==> src/rtl/uart_pkg.sv <==
// Shared UART package: receive/transmit state types, frame constants and a
// majority-vote helper used by the optional receive-side glitch filter.
package uart_pkg;

    localparam int unsigned OVERSAMPLE = 16;
    localparam int unsigned MID_START  = 7;
    localparam int unsigned DATA_BITS  = 8;

    typedef enum logic [2:0] {
        IDLE,
        START,
        DATA,
        STOP,
        WAIT_IDLE
    } rx_state_t;

    typedef enum logic [2:0] {
        TX_IDLE,
        TX_START,
        TX_DATA,
        TX_STOP
    } tx_state_t;

    // 2-of-3 majority
    function automatic logic maj3(input logic a, input logic b, input logic c);
        return (a & b) | (a & c) | (b & c);
    endfunction

endpackage

==> src/rtl/uart_rx_if.sv <==
// Host-side register interface of the UART receiver.
//   i_read      pop one byte from the receive FIFO
//   i_clear_err clear the sticky error flags
//   o_data      FIFO head byte (valid when o_valid)
//   o_valid     FIFO not empty
//   o_active    receiver not idle
//   o_overrun   sticky: byte dropped, FIFO full
//   o_frame_err sticky: stop bit sampled low
// Modports: slave = receiver, master = host.
interface uart_rx_if;
    logic       i_read;
    logic       i_clear_err;
    logic [7:0] o_data;
    logic       o_valid;
    logic       o_active;
    logic       o_overrun;
    logic       o_frame_err;

    modport slave (
        input  i_read,
        input  i_clear_err,
        output o_data,
        output o_valid,
        output o_active,
        output o_overrun,
        output o_frame_err
    );

    modport master (
        output i_read,
        output i_clear_err,
        input  o_data,
        input  o_valid,
        input  o_active,
        input  o_overrun,
        input  o_frame_err
    );
endinterface

==> src/rtl/fifo.sv <==
// Synchronous FIFO with registered head/valid outputs.
//   i_clk, i_reset_n  clock, async active-low reset (empties the FIFO)
//   i_push, i_wr_data write one entry; ignored when full
//   i_pop             advance the head; ignored when empty
//   o_head, o_valid   registered head entry and not-empty flag
//   o_full_c          combinational full flag
// DEPTH must be a power of two so the pointers wrap naturally.
module fifo #(
    parameter int unsigned WIDTH = 8,
    parameter int unsigned DEPTH = 8
) (
    input  logic             i_clk,
    input  logic             i_reset_n,
    input  logic             i_push,
    input  logic [WIDTH-1:0] i_wr_data,
    input  logic             i_pop,
    output logic [WIDTH-1:0] o_head,
    output logic             o_valid,
    output logic             o_full_c
);

    localparam int unsigned AW = $clog2(DEPTH);
    localparam int unsigned CW = AW + 1;

    logic [WIDTH-1:0] mem [DEPTH];
    logic [AW-1:0]    wr_ptr;
    logic [AW-1:0]    rd_ptr;
    logic [AW-1:0]    rd_next_c;
    logic [CW-1:0]    count;
    logic [CW-1:0]    count_next_c;
    logic             do_push_c;
    logic             do_pop_c;
    logic [WIDTH-1:0] head_next_c;

    assign o_full_c     = (count == CW'(DEPTH));
    assign do_push_c    = i_push && !o_full_c;
    assign do_pop_c     = i_pop && (count != '0);
    assign rd_next_c    = rd_ptr + AW'(do_pop_c);
    assign count_next_c = count + CW'(do_push_c) - CW'(do_pop_c);
    // A byte written into the slot that becomes the head bypasses the array.
    assign head_next_c  = (do_push_c && (wr_ptr == rd_next_c)) ? i_wr_data : mem[rd_next_c];

    // Storage array, no reset
    always_ff @(posedge i_clk) begin
        if (do_push_c) begin
            mem[wr_ptr] <= i_wr_data;
        end
    end

    // Pointers, occupancy and registered head
    always_ff @(posedge i_clk or negedge i_reset_n) begin
        if (!i_reset_n) begin
            wr_ptr  <= '0;
            rd_ptr  <= '0;
            count   <= '0;
            o_head  <= '0;
            o_valid <= 1'b0;
        end else begin
            if (do_push_c) begin
                wr_ptr <= wr_ptr + AW'(1);
            end
            rd_ptr  <= rd_next_c;
            count   <= count_next_c;
            o_head  <= head_next_c;
            o_valid <= (count_next_c != '0);
        end
    end

endmodule

==> src/rtl/uart_rx.sv <==
// UART receiver, 8N1, 16x oversampling, bytes buffered in a receive FIFO.
// Baud = clk / (16 * (i_baud_div + 1)), same divisor meaning as the TX side.
//   i_clk, i_reset_n  clock, async active-low reset
//   i_enable          receiver enable; low forces IDLE (FIFO/flags kept)
//   i_baud_div        oversample tick every i_baud_div+1 cycles
//   i_rx              asynchronous serial input, idle high
//   bus               host register interface (uart_rx_if.slave)
// Optional build macro UART_RX_MAJORITY_VOTE_EN: sample is the 2-of-3
// majority of the synchronized line over the last three ticks.
module uart_rx
    import uart_pkg::*;
#(
    parameter int unsigned FIFO_DEPTH = 8
) (
    input  logic        i_clk,
    input  logic        i_reset_n,
    input  logic        i_enable,
    input  logic [15:0] i_baud_div,
    input  logic        i_rx,
    uart_rx_if.slave    bus
);

    logic        rx_meta;
    logic        rxs;
    logic [15:0] baud_cnt;
    logic        tick_c;
    logic        sample_c;
    rx_state_t   state;
    logic [3:0]  sample_count;
    logic [2:0]  bit_count;
    logic [7:0]  shift_reg;
    logic        push_q;
    logic        active_q;
    logic        overrun_q;
    logic        frame_err_q;
    logic        fifo_full_c;

    // Two-flop synchronizer, idles high
    always_ff @(posedge i_clk or negedge i_reset_n) begin
        if (!i_reset_n) begin
            rx_meta <= 1'b1;
            rxs     <= 1'b1;
        end else begin
            rx_meta <= i_rx;
            rxs     <= rx_meta;
        end
    end

    // Free-running oversample tick; >= so a lowered divisor wraps at once
    assign tick_c = (baud_cnt >= i_baud_div);

    always_ff @(posedge i_clk or negedge i_reset_n) begin
        if (!i_reset_n) begin
            baud_cnt <= '0;
        end else begin
            baud_cnt <= tick_c ? 16'd0 : baud_cnt + 16'd1;
        end
    end

`ifdef UART_RX_MAJORITY_VOTE_EN
    // Two previous tick samples plus the current one form the 3-deep window
    logic [1:0] hist;

    always_ff @(posedge i_clk or negedge i_reset_n) begin
        if (!i_reset_n) begin
            hist <= 2'b11;
        end else if (tick_c) begin
            hist <= {hist[0], rxs};
        end
    end

    assign sample_c = maj3(hist[1], hist[0], rxs);
`else
    assign sample_c = rxs;
`endif

    // Receive state machine, error flags and FIFO push request
    always_ff @(posedge i_clk or negedge i_reset_n) begin
        if (!i_reset_n) begin
            state        <= IDLE;
            sample_count <= '0;
            bit_count    <= '0;
            shift_reg    <= '0;
            push_q       <= 1'b0;
            active_q     <= 1'b0;
            overrun_q    <= 1'b0;
            frame_err_q  <= 1'b0;
        end else begin
            push_q <= 1'b0;

            // Clear first so any set below in the same cycle wins
            if (bus.i_clear_err) begin
                overrun_q   <= 1'b0;
                frame_err_q <= 1'b0;
            end
            // Full is judged in the push cycle; a same-cycle read does not help
            if (push_q && fifo_full_c) begin
                overrun_q <= 1'b1;
            end

            if (!i_enable) begin
                state        <= IDLE;
                sample_count <= '0;
                active_q     <= 1'b0;
            end else if (tick_c) begin
                case (state)
                    IDLE: begin
                        if (!sample_c) begin
                            state        <= START;
                            sample_count <= '0;
                            active_q     <= 1'b1;
                        end
                    end
                    START: begin
                        if (sample_count == 4'(MID_START)) begin
                            sample_count <= '0;
                            if (!sample_c) begin
                                state     <= DATA;
                                bit_count <= '0;
                            end else begin
                                state    <= IDLE;
                                active_q <= 1'b0;
                            end
                        end else begin
                            sample_count <= sample_count + 4'd1;
                        end
                    end
                    DATA: begin
                        sample_count <= sample_count + 4'd1;
                        if (sample_count == 4'(OVERSAMPLE - 1)) begin
                            shift_reg <= {sample_c, shift_reg[7:1]};
                            if (bit_count == 3'(DATA_BITS - 1)) begin
                                state <= STOP;
                            end else begin
                                bit_count <= bit_count + 3'd1;
                            end
                        end
                    end
                    STOP: begin
                        sample_count <= sample_count + 4'd1;
                        if (sample_count == 4'(OVERSAMPLE - 1)) begin
                            if (sample_c) begin
                                push_q   <= 1'b1;
                                state    <= IDLE;
                                active_q <= 1'b0;
                            end else begin
                                frame_err_q <= 1'b1;
                                state       <= WAIT_IDLE;
                            end
                        end
                    end
                    WAIT_IDLE: begin
                        // Break holds here so it reports a single frame error
                        if (sample_c) begin
                            state    <= IDLE;
                            active_q <= 1'b0;
                        end
                    end
                    default: begin
                        state        <= IDLE;
                        sample_count <= '0;
                        active_q     <= 1'b0;
                    end
                endcase
            end
        end
    end

    fifo #(
        .WIDTH (8),
        .DEPTH (FIFO_DEPTH)
    ) u_fifo (
        .i_clk     (i_clk),
        .i_reset_n (i_reset_n),
        .i_push    (push_q),
        .i_wr_data (shift_reg),
        .i_pop     (bus.i_read),
        .o_head    (bus.o_data),
        .o_valid   (bus.o_valid),
        .o_full_c  (fifo_full_c)
    );

    assign bus.o_active    = active_q;
    assign bus.o_overrun   = overrun_q;
    assign bus.o_frame_err = frame_err_q;

endmodule

==> src/flat_wrapper.sv <==
// flat-port wrapper written by rule: the top's interface ports become plain ports
module uart_rx_flat import uart_pkg::*;
#(
    parameter int unsigned FIFO_DEPTH = 8
)
  (i_clk, i_reset_n, i_enable, i_baud_div, i_rx, bus_i_read, bus_i_clear_err, bus_o_data, bus_o_valid, bus_o_active, bus_o_overrun, bus_o_frame_err);
  uart_rx_if bus_i ();
  input  logic i_clk;
  input  logic i_reset_n;
  input  logic i_enable;
  input  logic [15:0] i_baud_div;
  input  logic i_rx;
  input wire logic [$bits(bus_i.i_read)-1:0] bus_i_read;
  input wire logic [$bits(bus_i.i_clear_err)-1:0] bus_i_clear_err;
  output wire logic [$bits(bus_i.o_data)-1:0] bus_o_data;
  output wire logic [$bits(bus_i.o_valid)-1:0] bus_o_valid;
  output wire logic [$bits(bus_i.o_active)-1:0] bus_o_active;
  output wire logic [$bits(bus_i.o_overrun)-1:0] bus_o_overrun;
  output wire logic [$bits(bus_i.o_frame_err)-1:0] bus_o_frame_err;
  assign bus_i.i_read = bus_i_read;
  assign bus_i.i_clear_err = bus_i_clear_err;
  assign bus_o_data = bus_i.o_data;
  assign bus_o_valid = bus_i.o_valid;
  assign bus_o_active = bus_i.o_active;
  assign bus_o_overrun = bus_i.o_overrun;
  assign bus_o_frame_err = bus_i.o_frame_err;
  uart_rx #(.FIFO_DEPTH(FIFO_DEPTH)) u_core (.i_clk(i_clk), .i_reset_n(i_reset_n), .i_enable(i_enable), .i_baud_div(i_baud_div), .i_rx(i_rx), .bus(bus_i));
endmodule
==> config.mk <==
export PLATFORM = sky130hd
export DESIGN_NAME = uart_rx_flat
export DESIGN_NICKNAME = d
export VERILOG_FILES = /design/src/rtl/uart_pkg.sv /design/src/rtl/uart_rx_if.sv /design/src/rtl/fifo.sv /design/src/rtl/uart_rx.sv /design/src/flat_wrapper.sv
export SDC_FILE = /design/constraint.sdc
export NUM_CORES = 1
export LEC_CHECK = 0
export CORE_MARGIN = 2
export CORE_UTILIZATION = 48
export CTS_BUF_LIST = sky130_fd_sc_hd__clkbuf_2
export DETAILED_ROUTE_END_ITERATION = 8
export MAX_ROUTING_LAYER = met4
export PLACE_DENSITY_LB_ADDON = 0.3
export SYNTH_ARGS = -nofsm -noshare
export SYNTH_HDL_FRONTEND = slang
export SYNTH_SLANG_ARGS = --single-unit
==> constraint.sdc <==
create_clock -name i_clk -period 2.5 [get_ports i_clk]
set_input_delay 0.5 -clock i_clk [delete_from_list [all_inputs] [get_ports i_clk]]
set_output_delay 0.5 -clock i_clk [all_outputs]
set_load 0.02 [all_outputs]
# [After elaboration in Yosys (flattened, before gate mapping)]
# Memories as Yosys holds them, arrays and structs flattened. A register that Yosys moved wholly into a read port is not among the register bits.
# Cells that the tools add are included.
[classes] multipliers=0 n_div=0 add_sub_neg=7 shifts=0 n_lt_le_gt_ge=1 bitwise=0 reduce_logical=16 eq_ne=21 mux=44
[op_table] cell="2-to-1 mux 3 bit" count=13
[op_table] cell="2-to-1 mux 1 bit" count=21
[op_table] cell="adder 16 x 1 -> 16 bit (second input constant)" count=1
[op_table] cell="greater-or-equal comparator 16 bit" count=1
[op_table] cell="2-to-1 mux 16 bit" count=1
[op_table] cell="2-to-1 mux 4 bit" count=4
[op_table] cell="one-hot mux 4 bit (4 select lines)" count=1
[op_table] cell="inequality test 3 x 2 -> 1 bit (second input constant)" count=5
[op_table] cell="one-hot mux 3 bit (5 select lines)" count=1
[op_table] cell="AND reduction 7 bit" count=2
[op_table] cell="equality test 4 bit (second input constant)" count=2
[op_table] cell="inequality test 2 bit (second input constant)" count=4
[op_table] cell="nonzero test 4 bit" count=2
[op_table] cell="adder 3 x 1 -> 3 bit (second input constant)" count=2
[op_table] cell="equality test 3 x 2 -> 1 bit (second input constant)" count=2
[op_table] cell="equality test 3 bit (second input constant)" count=2
[op_table] cell="inequality test 2 x 1 -> 1 bit (second input constant)" count=3
[op_table] cell="one-hot mux 3 bit (2 select lines)" count=1
[op_table] cell="one-hot mux 1 bit (5 select lines)" count=1
[op_table] cell="AND reduction 5 bit" count=1
[op_table] cell="adder 4 x 1 -> 4 bit" count=1
[op_table] cell="adder 4 x 1 -> 4 bit (second input constant)" count=1
[op_table] cell="equality test 4 x 3 -> 1 bit (second input constant)" count=1
[op_table] cell="AND reduction 4 bit" count=1
[op_table] cell="11 further kinds" count=15
[totals] mem_bits_rw=64 ff_bits=51 latch_bits=0 word_cells=105 rom_bits=0 n_memories=1
[mem_list] memory="u_core.u_fifo.mem" depth=8 width=8 rd=1 rd_clocked_by_memory_dff=1 write_ports=1 line="fifo.sv:25" text="logic [WIDTH-1:0] mem [DEPTH];"

# [Longest topological paths before layout]
[logic_depth] word_depth=6 ltp_mapped=12

# [Modules after synthesis]
# From an unflattened synthesis, not the netlist that was laid out.
[hier_totals] cells_unflattened=417 hier_area_um2=5715.5
[by_module_without_submodules] mod="fifo" cells_per_inst=175 area_each_um2=3365.7 instances=1 seq_area_each_um2=2397.3
[by_module_without_submodules] mod="uart_rx" cells_per_inst=242 area_each_um2=2349.8 instances=1 seq_area_each_um2=1003.5

# [Least setup slack after synthesis]
# Ideal clock, no wire load.
[synth_path] path_kind="reg2reg" from="register u_core.u_fifo.count[2]" to="register u_core.u_fifo.o_valid" arrival_ns=2.527 period_less_slack_ns=2.666 setup_ns=0.138 path_buffers=0 path_stages_with_launch=13 path_slack_ns=-0.166 path_cell_list="dfrtp_1 inv_1 ha_1 nand2_1 and2_1 clkinv_1 ha_1 inv_1 ha_1 inv_1 fa_1 inv_1 or4_1"
[synth_between] elab_chain_cells=6 word_cells_on_any_way=8 cone_classes="2 x add/sub; 1 x eq/ne; 5 x reduce/logical"
[synth_rtl] element="from (decl)" line="fifo.sv:29" text="logic [CW-1:0] count;"
[synth_rtl] element="from (signal assigned)" line="fifo.sv:63" text="count <= count_next_c;"
[synth_rtl] element="equality test 4 bit" line="fifo.sv:35" text="assign o_full_c = (count == CW'(DEPTH));"
[synth_rtl] element="logical NOT 1 bit" line="fifo.sv:36" text="assign do_push_c = i_push && !o_full_c;"
[synth_rtl] element="logical AND 1 bit" line="fifo.sv:36"
[synth_rtl] element="adder 4 x 1 -> 4 bit" line="fifo.sv:39" text="assign count_next_c = count + CW'(do_push_c) - CW'(do_pop_c);"
[synth_rtl] element="subtractor 4 x 1 -> 4 bit *" line="fifo.sv:39"
[synth_rtl] element="net u_core.u_fifo.count_next_c[1]" line="fifo.sv:30" text="logic [CW-1:0] count_next_c;"
[synth_rtl] element="nonzero test 4 bit *" line="fifo.sv:65" text="o_valid <= (count_next_c != '0);"
[synth_rtl] element="to (signal assigned)" line="fifo.sv:65"
[synth_rtl] element="to (decl)" line="fifo.sv:18" text="output logic o_valid,"
# Mark *: on every way through the listed nets, which the timed path passes. The rest lies on a longest branch.
# A chain may end at the register's enable or synchronous reset.

# [Worst setup path after layout]
[layout_path] from="register u_core.u_fifo.count[3]" to="register u_core.u_fifo.o_valid"
# Same word-level chain as after synthesis.

==> qor.yml <==
grt:
  grt_util_all_layers_pct: 18.5
  grt_max_degree: 60
  grt_pass1_vias: 3561
  antenna_found_initial: 0
  grt_pass1_wl_um: 17600
  gr-total-overflow: 0
yosys:
  ys_ff_latch: 123
  synthDistinctLibCells: 54
  synth_warnings: 0
  synth_area_per_cell_um2: 13.5
  synth_enable_flop_cells: 64
  syn-cell-area_um2: 5660
  synth_ff_type: "edfxtp_1"
  async_flop_share_pct: 48.0
  seq_area_frac_synth_pct: 60.0
  synth_fp_nets: 473
  synthCells: 421
job:
  cap_violations: 0
critical_path:
  worst_setup_path_end_kind: "flop"
  cp_common_cell: "ha_4"
  slowest_delay_ns: 0.50
  critPathCapture: "u_core.u_fifo.o_valid$_DFF_PN0_"
  path_max_fanout: 2
  critPathLaunchType: "flop"
  r2r_slack_ns: 0.02
  path_cells: "ha_4 > nand2_1 > and2_4 > clkinv_4 > ha_4 > inv_4 > ha_4 > inv_2 > fa_1 > inv_2 > or4_1"
  worst-setup-path-type: "reg2reg"
  critPathTopFamily: "adder cells"
  critPathBufInv: 4
  cp.arrival_ns: 3.03
  cp.required_ns: 3.05
  r2r_end: "u_core.u_fifo.o_valid$_DFF_PN0_"
  cp_slowest_cell: "or4_1"
  cp-startpoint: "u_core.u_fifo.count[3]$_DFF_PN0_"
  crit_cells: 11
  r2r-start: "u_core.u_fifo.count[3]$_DFF_PN0_"
  r2r_cells: 11
clocking:
  root_buffer: "clkbuf_2"
  cts_buffers: 17
  clk_pin_slew_ns: 0.20
  cts_tree: "yes"
  clk_latency_ns: 0.66
  clock-sinks: 123
  cts_buffer_depth: 2
  ctsHtreeMaxLevel: 4
cells_and_area:
  largest_reg_flops: 64
  final_cells: 653
  fill_cells: 891
  regMostFlops: "u_core.u_fifo.mem"
  areaGrowthSynthToFinish_pct: 20.0
  layout_commonest_cell: "edfxtp_1"
  layout-drive-gt1-share_pct: 23.5
  layout_common_cells: "edfxtp_1 (64), dfrtp_1 (57), nand2_1 (32), clkdlybuf4s50_1 (32), buf_4 (32)"
  top_regs: "u_core.u_fifo.mem: 64 flops, u_core.baud_cnt: 16 flops"
  nets: 549
  n_antenna_cell: 0
route:
  avgViaCountPerCell: 5.39
  wire_per_inst_um: 16.3
  ant_nets: 0
  drc: 0
  drtPass1Iterations: 5
  drt-initial-drc-count: 266
  totalWireLength_um: 10600
  vias: 3522
place:
  place.gp.congestion: 0.806
  hpwl_um: 7070
  place_inst: 613
  io_buffers: 33
  dp_slack_ns: -0.519
timing:
  max-slew-margin-rel_pct: 71.8
  finalMaxSlewViolations: 0
  setup_viol: 0
  tightest_slew_ns: 0.423
  worst_clock_skew_ns: 0.0306
  layout_setup_ws_ns: 0.0172
  finalSetupTns_ns: 0
  finalHoldViolations: 0
  period_minus_slack_ns: 2.48
  fmax_ghz: 0.403
  rsz0062_at_grt: "yes"
  fin_crit_sh_pct: 99.3
power_and_ir_drop:
  irDropWorstVdd_v: 0.000525
  power.density_nw_per_um2: 796
  total_power_uw: 5410
  power_leakage_uw: 0.00269
die:
  die_w_um: 113
  rows: 39
  die_h_um: 113
  io_pins: 34
  die-area_um2: 12700
  core_um2: 11500
  initial_core_util_pct: 49.4
min_path:
  hp-class: "in2reg"
run_status:
  outcome: "complete, no violations"
## where the power goes
group	total [µW]	internal [µW]	switching, µW	leakage [µW]
logic	1720	908	812	0.00132
registers	2400	2270	129	0.00122
clock network	1290	486	803	0.000148
total	5410	3660	1740	0.00269
## layer usage
layer  share of wire [%]  GRT usage (%)  up-vias  wire, µm
li1                    -              -     1687         -
met1                  45           23.6     1742      4730
met2                  51           29.6       84      5380
met3                 3.9           4.54        9       411
met4                 1.0           5.77        0       110
met5                   0              -        -         0
## cell usage after synthesis, types with 6 or more instances
cell / n / area (µm²)
nand3_1: 12 / 60.1
dfrtp_1: 57 / 1430
nand2b_1: 7 / 43.8
edfxtp_1: 64 / 1920
o21ai_0: 20 / 100
mux2_4: 8 / 120
inv_1: 31 / 116
mux4_2: 16 / 360
nand2_1: 32 / 120
mux2i_1: 12 / 120
clkbuf_1: 9 / 33.8
nand4_1: 8 / 50.1
nor2_1: 25 / 93.8
ha_1: 29 / 363
nor3_1: 6 / 30.0
xor2_1: 14 / 123
a21oi_1: 10 / 50.1
## worst min-delay path by stage
| stage | startpoint | end | slack [ns] | cells past startpoint |
|---|---|---|---|---|
| floorplan | i_reset_n | u_core.baud_cnt[0]$_DFF_PN0_ | 0.20 | 0 |
| global placement | u_core.rx_meta$_DFF_PN1_ | u_core.rxs$_DFF_PN1_ | 0.35 | 0 |
| detailed placement | u_core.rx_meta$_DFF_PN1_ | u_core.rxs$_DFF_PN1_ | 0.35 | 0 |
| CTS | i_rx | u_core.rx_meta$_DFF_PN1_ | 0.15 | 1 |
| global route | i_rx | u_core.rx_meta$_DFF_PN1_ | 0.13 | 1 |
| finish | i_rx | u_core.rx_meta$_DFF_PN1_ | 0.21 | 1 |
## stage by stage
stage | utilization, % | hold slack [ns] | cell area [µm²]
final | 59.3 | 0.214 | 6800
after global routing | 59.3 | 0.135 | 6800
after detailed placement | 55.7 | 0.347 | 6390
after floorplan | - | 0.204 | 5670
after global placement | 55.7 | 0.347 | 6390
after CTS | 58.6 | 0.151 | 6720
## final cells by class
cell class,instances,area (µm²),area share (%)
sequential,123,3400,50.0
multi-input combinational,251,2160,31.9
timing repair buffer,72,672,9.89
tap,143,179,2.63
clock inverter,14,161,2.38
inverter,32,128,1.88
clock buffer,18,90.1,1.33
## logic make-up after synthesis
group | synth area share (%)
buf+inv | 3.34
simple gates | 9.74
fa+ha+maj | 6.76
mux | 10.8
compound gates | 6.10
flops | 60.0
xor+xnor | 3.23
## timing repair
| action | in CTS | in global routing |
|---|---|---|
| endpoints found under the hold margin | 57 | 0 |
| gates resized for setup | 10 | 15 |
| gates cloned | 0 | 1 |
| endpoints found under the setup margin | 1 | 17 |
| buffers inserted | 3 | 3 |
| pin swaps | 3 | 4 |
| hold buffers | 1 | 0 |
## worst reg2reg max path, delay by kind of cell, from the launching register on
| kind | cells | cell delay, ns |
|---|---|---|
| buf+inv | 4 | 0.19 |
| simple gates | 3 | 0.72 |
| flops | 1 | 0.46 |
| fa+ha+maj | 4 | 1.01 |
Note: power is estimated with default switching activity, not from simulation.
==> patch 1: new RTL, same settings <==
`FIFO_DEPTH` is set to 8 in 2 places; all go to 16.
--- a/src/rtl/uart_rx.sv
+++ b/src/rtl/uart_rx.sv
@@ -10,7 +10,7 @@
 module uart_rx
     import uart_pkg::*;
 #(
-    parameter int unsigned FIFO_DEPTH = 8
+    parameter int unsigned FIFO_DEPTH = 16
 ) (
     input  logic        i_clk,
     input  logic        i_reset_n,
--- a/src/flat_wrapper.sv
+++ b/src/flat_wrapper.sv
@@ -1,7 +1,7 @@
 // flat-port wrapper written by rule: the top's interface ports become plain ports
 module uart_rx_flat import uart_pkg::*;
 #(
-    parameter int unsigned FIFO_DEPTH = 8
+    parameter int unsigned FIFO_DEPTH = 16
 )
   (i_clk, i_reset_n, i_enable, i_baud_div, i_rx, bus_i_read, bus_i_clear_err, bus_o_data, bus_o_valid, bus_o_active, bus_o_overrun, bus_o_frame_err);
   uart_rx_if bus_i ();
Check against the original RTL: same outputs for any inputs over 10 cycles, from zero or initial values and one cycle with i_reset_n low; that may be too few to reach the edited logic, so the function may still have changed.
==> patch 1 against the original RTL <==
The run now ends with negative setup slack left. Count of clock-buffer cells in the layout stayed put. Combinational power increased by 60%. Die area is 45% higher. Non-clock buffer count rose by 5. Power is 47% higher. Cell area grew 44%. Area after synthesis increased by 47%. Sequential cell count is 67 higher. Largest cell class unchanged. Highest routed layer unchanged. Routed wire length rose by 53%. Setup slack worse by 370 ps.
==> patch 1: results (changes against the original RTL) <==
[status]
status = complete, but fails checks
violations = negative setup slack

[finish]
fin_nets = 666  ; +21%
largestRegisters = u_core.u_fifo.mem (128), u_core.baud_cnt (16)
drive_above_1_share_pct = 24.7  ; +1.2 points
nFillCells = 1336  ; +50%
multiInputGateArea_mm2 = 0.00287  ; +32%

[hold_path]
hp-start = i_rx
hold_path.class = in -> reg

[synthesis]
ys.flop_type = edfxtp_1
yosysSeqAreaShare_pct = 64.7  ; +4.7 points
ys_types = 53  ; -1.9%
synthesis.nets = 584  ; +23%
synthArstFlopShare_pct = 32.6  ; -15 points
synth_common_cells = 128 x edfxtp_1, 60 x dfrtp_1, 40 x mux4_2, 39 x inv_1, 35 x nor2_1
ys_warn_count = 0  ; unchanged
synth_edf_count = 128  ; +100%
synthTopCellsByArea = edfxtp_1 46%, dfrtp_1 18%, mux4_2 11%

[drt]
viasPerCell = 5.48  ; +1.5%
firstDrtPassIters = 4  ; -1
drtIter0Drc = 317  ; +19%
routed_wl_mm = 16.3  ; +53%

[clock_tree]
worst_skew_pair.late_latency_ps = 740  ; +80 ps
cts_buffers = 17  ; unchanged
clockBufferDepth = 2  ; unchanged
clk_pin_slew_worst_paths_ps = 260  ; +60 ps

[setup_path]
slowest_stage = mux4_2
cp-startpoint = u_core.u_fifo.count[2]$_DFF_PN0_
critical_path.max_fanout = 5  ; +3
critical_path.max_stage_delay_ps = 520  ; +20 ps
cp.arrival_ps = 3510  ; +480 ps
cp_top_family = multiplexers

[global_route]
grt_max_degree = 63  ; +5.0%
gr-usage-met3_pct = 3.21  ; -1.3 points
use_met2_pct = 33.8  ; +4.2 points
grt_usage_pct = 20.2  ; +1.7 points
grt_pass1_wl_mm = 26.9  ; +53%
grt_antenna_before_repair = 0  ; unchanged
use_met1_pct = 24.7  ; +1.2 points
grt_pass1_vias = 5014  ; +41%

[place]
dp_hpwl_mm = 10.5  ; +48%
placed_area_mm2 = 0.00923  ; +44%
globalplace.congestion = 0.818  ; +1.5%

[power_and_ir_drop]
peakVddDrop_mv = 0.409  ; -22%
p_leak_uw = 0.00348  ; +29%

[sta]
setup_viol = 9  ; +9
tightestPinTransition_ps = 654  ; +231 ps
clock-skew-final_ps = 40.2  ; +9.62 ps
setup_ws_ps = -354  ; -372 ps
tns_ps = -3000  ; -3000 ps

==> patch 1: logic make-up after synthesis <==
family | share of synthesized area (%)
AOI/OAI and AO/OA | 2.84
xor gates and xnor gates | 3.02
adders and majority gates | 5.04
buffers and inverters | 2.61
DFF | 64.7
muxes | 13.5
and+or+nand+nor | 8.30
==> patch 1: worst paths after layout <==
check / endpoint / slack [ps] / depth (start not counted)
worst max-delay path: u_core.u_fifo.o_head[2]$_DFF_PN0_ / -350 / 10
max in group asynchronous: u_core.rxs$_DFF_PN1_ / 1880 / 3
min in group asynchronous: u_core.u_fifo.o_head[3]$_DFF_PN0_ / 210 / 3
worst min-delay path: u_core.rx_meta$_DFF_PN1_ / 150 / 1
worst min register to register: u_core.rxs$_DFF_PN1_ / 380 / 0
worst max register to register: u_core.u_fifo.o_head[2]$_DFF_PN0_ / -350 / 10
==> patch 1: what timing repair did <==
item                                    4_1_cts  5_1_grt
cloned                                        4        0
hold endpoints to repair                     62        0
hold buffers                                  1        0
resized for setup                            20        6
buffers inserted                              4        1
pin swaps                                     2        2
endpoints found under the setup margin       10       28
==> patch 1: where the power goes <==
group	switching [uW]	internal (uW)
Combinational	1240	1500
Clock	1060	481
Sequential	171	3480
Total	2470	5460
==> patch 1: layer usage <==
| metal | up-vias | wire (um) | part of all wire [%] |
|---|---|---|---|
| met5 | - | 0 | 0 |
| met4 | 0 | 408 | 2.5 |
| met3 | 25 | 527 | 3.2 |
| met2 | 97 | 8440 | 52 |
| met1 | 2371 | 6890 | 42 |
| li1 | 2157 | - | - |
==> patch 1: cell type report <==
class / count / share of cell area, %
flip-flops and latches: 190 / 55.3
repair buffers: 77 / 8.46
multi-input cells: 286 / 29.4
clock inverters: 14 / 1.56
clock buffers: 18 / 0.923
inverters: 39 / 1.50
well taps: 225 / 2.88
==> patch 1: through the flow <==
stage | instances | worst slack [ps] | power (uW)
floorplan | 529 | -228 | 5250
global placement | 807 | -561 | 5810
detailed placement | 807 | -595 | 5890
CTS | 848 | -400 | 7970
global route | 849 | -459 | 8360
finish | 849 | -354 | 7940
==> patch 2: new RTL, same settings <==
Made on the original files. Encoding of `rx_state_t`: now one-hot (5 bits for 5 states).
--- a/src/rtl/uart_pkg.sv
+++ b/src/rtl/uart_pkg.sv
@@ -6,12 +6,12 @@
     localparam int unsigned MID_START  = 7;
     localparam int unsigned DATA_BITS  = 8;
 
-    typedef enum logic [2:0] {
-        IDLE,
-        START,
-        DATA,
-        STOP,
-        WAIT_IDLE
+    typedef enum logic [4:0] {
+        IDLE      = 5'b00001,
+        START     = 5'b00010,
+        DATA      = 5'b00100,
+        STOP      = 5'b01000,
+        WAIT_IDLE = 5'b10000
     } rx_state_t;
 
     typedef enum logic [2:0] {
Function: same outputs for any inputs over 10 cycles, from zero or initial values and one cycle with i_reset_n low; not proved beyond that.
==> patch 2 against the original RTL <==
The run now ends with negative setup slack left. Global-route usage rose by 0.46 points. Sequential share of layout area is 1.7 points lower. Power grew 1.4%. Worst hold slack gained 1.7 ps. Sequential cell count increased by 2. Sequential power about the same. Area after synthesis grew 3.6%. Synthesized cell count up 7.4%. Routed wire length increased by 6.3%. Critical path depth unchanged. Cell area grew 5.0%. Setup slack got worse by 130 ps. Maximum frequency decreased by 4.9%. Critical endpoint unchanged. Largest cell class unchanged. Largest power group unchanged.
==> patch 2: results (changes against the original RTL) <==
[sta]
tightestPinTransition_ps = 748  ; +325 ps
setup_ws_ps = -112  ; -129 ps
setup_viol = 1  ; +1
clock-skew-final_ps = 33.6  ; +2.94 ps
tns_ps = -112  ; -112 ps

[finish]
area_share_nonclk_buffers_pct = 10.4  ; +0.56 points
nFillCells = 917  ; +2.9%
multi_input_area_share_pct = 32.8  ; +0.99 points
fin_nets = 588  ; +7.1%
regMostFlops = u_core.u_fifo.mem
register_area_mm2 = 0.00345  ; +1.5%
largest_reg_flops = 64  ; unchanged
n_all_inverters = 34  ; +6.3%
seq_share_pct = 48.4  ; -1.7 points
drive_above_1_share_pct = 24.0  ; +0.51 points
nMultiInputCombCells = 277  ; +10%
nNonClkBuffers = 81  ; +13%
layoutNonFillerInstCount = 696  ; +6.6%
final-clk-cell-share_pct = 3.96  ; +0.26 points

[drt]
vias = 3862  ; +9.7%
wl_per_cell_um = 16.2  ; -0.27%
drtIter0Drc = 189  ; -29%

[global_route]
use_met1_pct = 23.4  ; -0.12 points
use_met2_pct = 30.5  ; +0.83 points
grt_usage_pct = 19.0  ; +0.46 points
grt_antenna_before_repair = 0  ; unchanged
gr-usage-met3_pct = 4.55  ; +0.017 points
grt_pass1_wl_mm = 18.5  ; +5.2%
grt_max_degree = 25  ; -58%
grt_pass1_vias = 3838  ; +7.8%

[setup_path]
critical_path.max_fanout = 2  ; unchanged
cp.arrival_ps = 3170  ; +140 ps

[place]
globalplace.congestion = 0.840  ; +4.3%
post-place-ws_ps = -536  ; -16.7 ps
dp_hpwl_mm = 7.64  ; +8.1%
placed_area_mm2 = 0.00665  ; +4.1%
dp_cells = 652  ; +6.4%

[power_and_ir_drop]
p_comb_share_pct = 30.1  ; -1.7 points
switching_share_pct = 29.9  ; -2.3 points
peakVddDrop_mv = 0.295  ; -44%
p_int_uw = 3840  ; +4.8%
p_leak_uw = 0.00278  ; +3.6%
p_clk_share_pct = 26.1  ; +2.3 points

[synthesis]
avgSynthCellArea_um2 = 13.0  ; -3.5%
ys_types = 58  ; +7.4%
synth_common_cells = 64 x edfxtp_1, 58 x dfrtp_1, 37 x nor2_1, 34 x inv_1, 31 x nand2_1
yosysSeqAreaShare_pct = 58.8  ; -1.2 points
synthTopCellsByArea = edfxtp_1 33%, dfrtp_1 25%, ha_1 6.2%
synthesis.nets = 504  ; +6.6%
synthArstFlopShare_pct = 48.8  ; +0.83 points

[die]
core-area_mm2 = 0.0120  ; +4.3%

[status]
status = complete, but fails checks
violations = negative setup slack

[clock_tree]
cts.sinks = 125  ; +1.6%
cts_max_level = 4  ; unchanged
clk_pin_slew_worst_paths_ps = 180  ; -20 ps
worst_skew_pair.late_latency_ps = 690  ; +30 ps

patch 2: changes by cell type in the layout (fill, tap and decap cells not counted), sizes merged, moves of 3 or more:
cell / unedited run / this run
nand2b: 7 / 10
o21a: 4 / 1
nand3: 12 / 18
buf: 39 / 48
nor3b: 0 / 3
clkinvlp: 2 / 6
nor2: 25 / 37
patch 2: timing repair:
| item | 4_1_cts | 5_1_grt |
|---|---|---|
| setup buffers | 2 | 8 |
| endpoints found under the setup margin | 1 | 21 |
| hold endpoints to repair | 21 | 0 |
| cloned | 0 | 1 |
| pin swaps | 2 | 4 |
| hold buffers | 1 | 0 |
| gates resized for setup | 7 | 17 |
patch 2: worst min path at each step:
stage	start	to	slack (ps)	cells past startpoint
global placement	u_core.rx_meta$_DFF_PN1_	u_core.rxs$_DFF_PN1_	350	0
global route	i_rx	u_core.rx_meta$_DFF_PN1_	140	1
CTS	i_rx	u_core.rx_meta$_DFF_PN1_	150	1
detailed placement	u_core.rx_meta$_DFF_PN1_	u_core.rxs$_DFF_PN1_	350	0
finish	i_rx	u_core.rx_meta$_DFF_PN1_	220	1
floorplan	i_reset_n	u_core.baud_cnt[0]$_DFF_PN0_	200	0
patch 2: worst register-to-register path: cells and delay by family (launching register included):
kind	cells	cell delay, ps
adder cells (fa/ha/maj)	4	980
buffers and inverters	4	230
flip-flops	1	460
AND/OR/NAND/NOR	3	830
patch 2: cell families after synthesis:
logic type / Yosys count / synth area share (%)
compound gates: 58 / 6.48
buf+inv: 50 / 3.65
flops: 125 / 58.8
simple gates: 132 / 11.0
mux: 36 / 10.3
xor+xnor: 21 / 3.26
fa+ha+maj: 30 / 6.53
patch 2: metal layers:
layer / vias up / wire length, um
met4: 0 / 212
met3: 25 / 476
met5: - / 0
li1: 1814 / -
met2: 101 / 5820
met1: 1922 / 4800
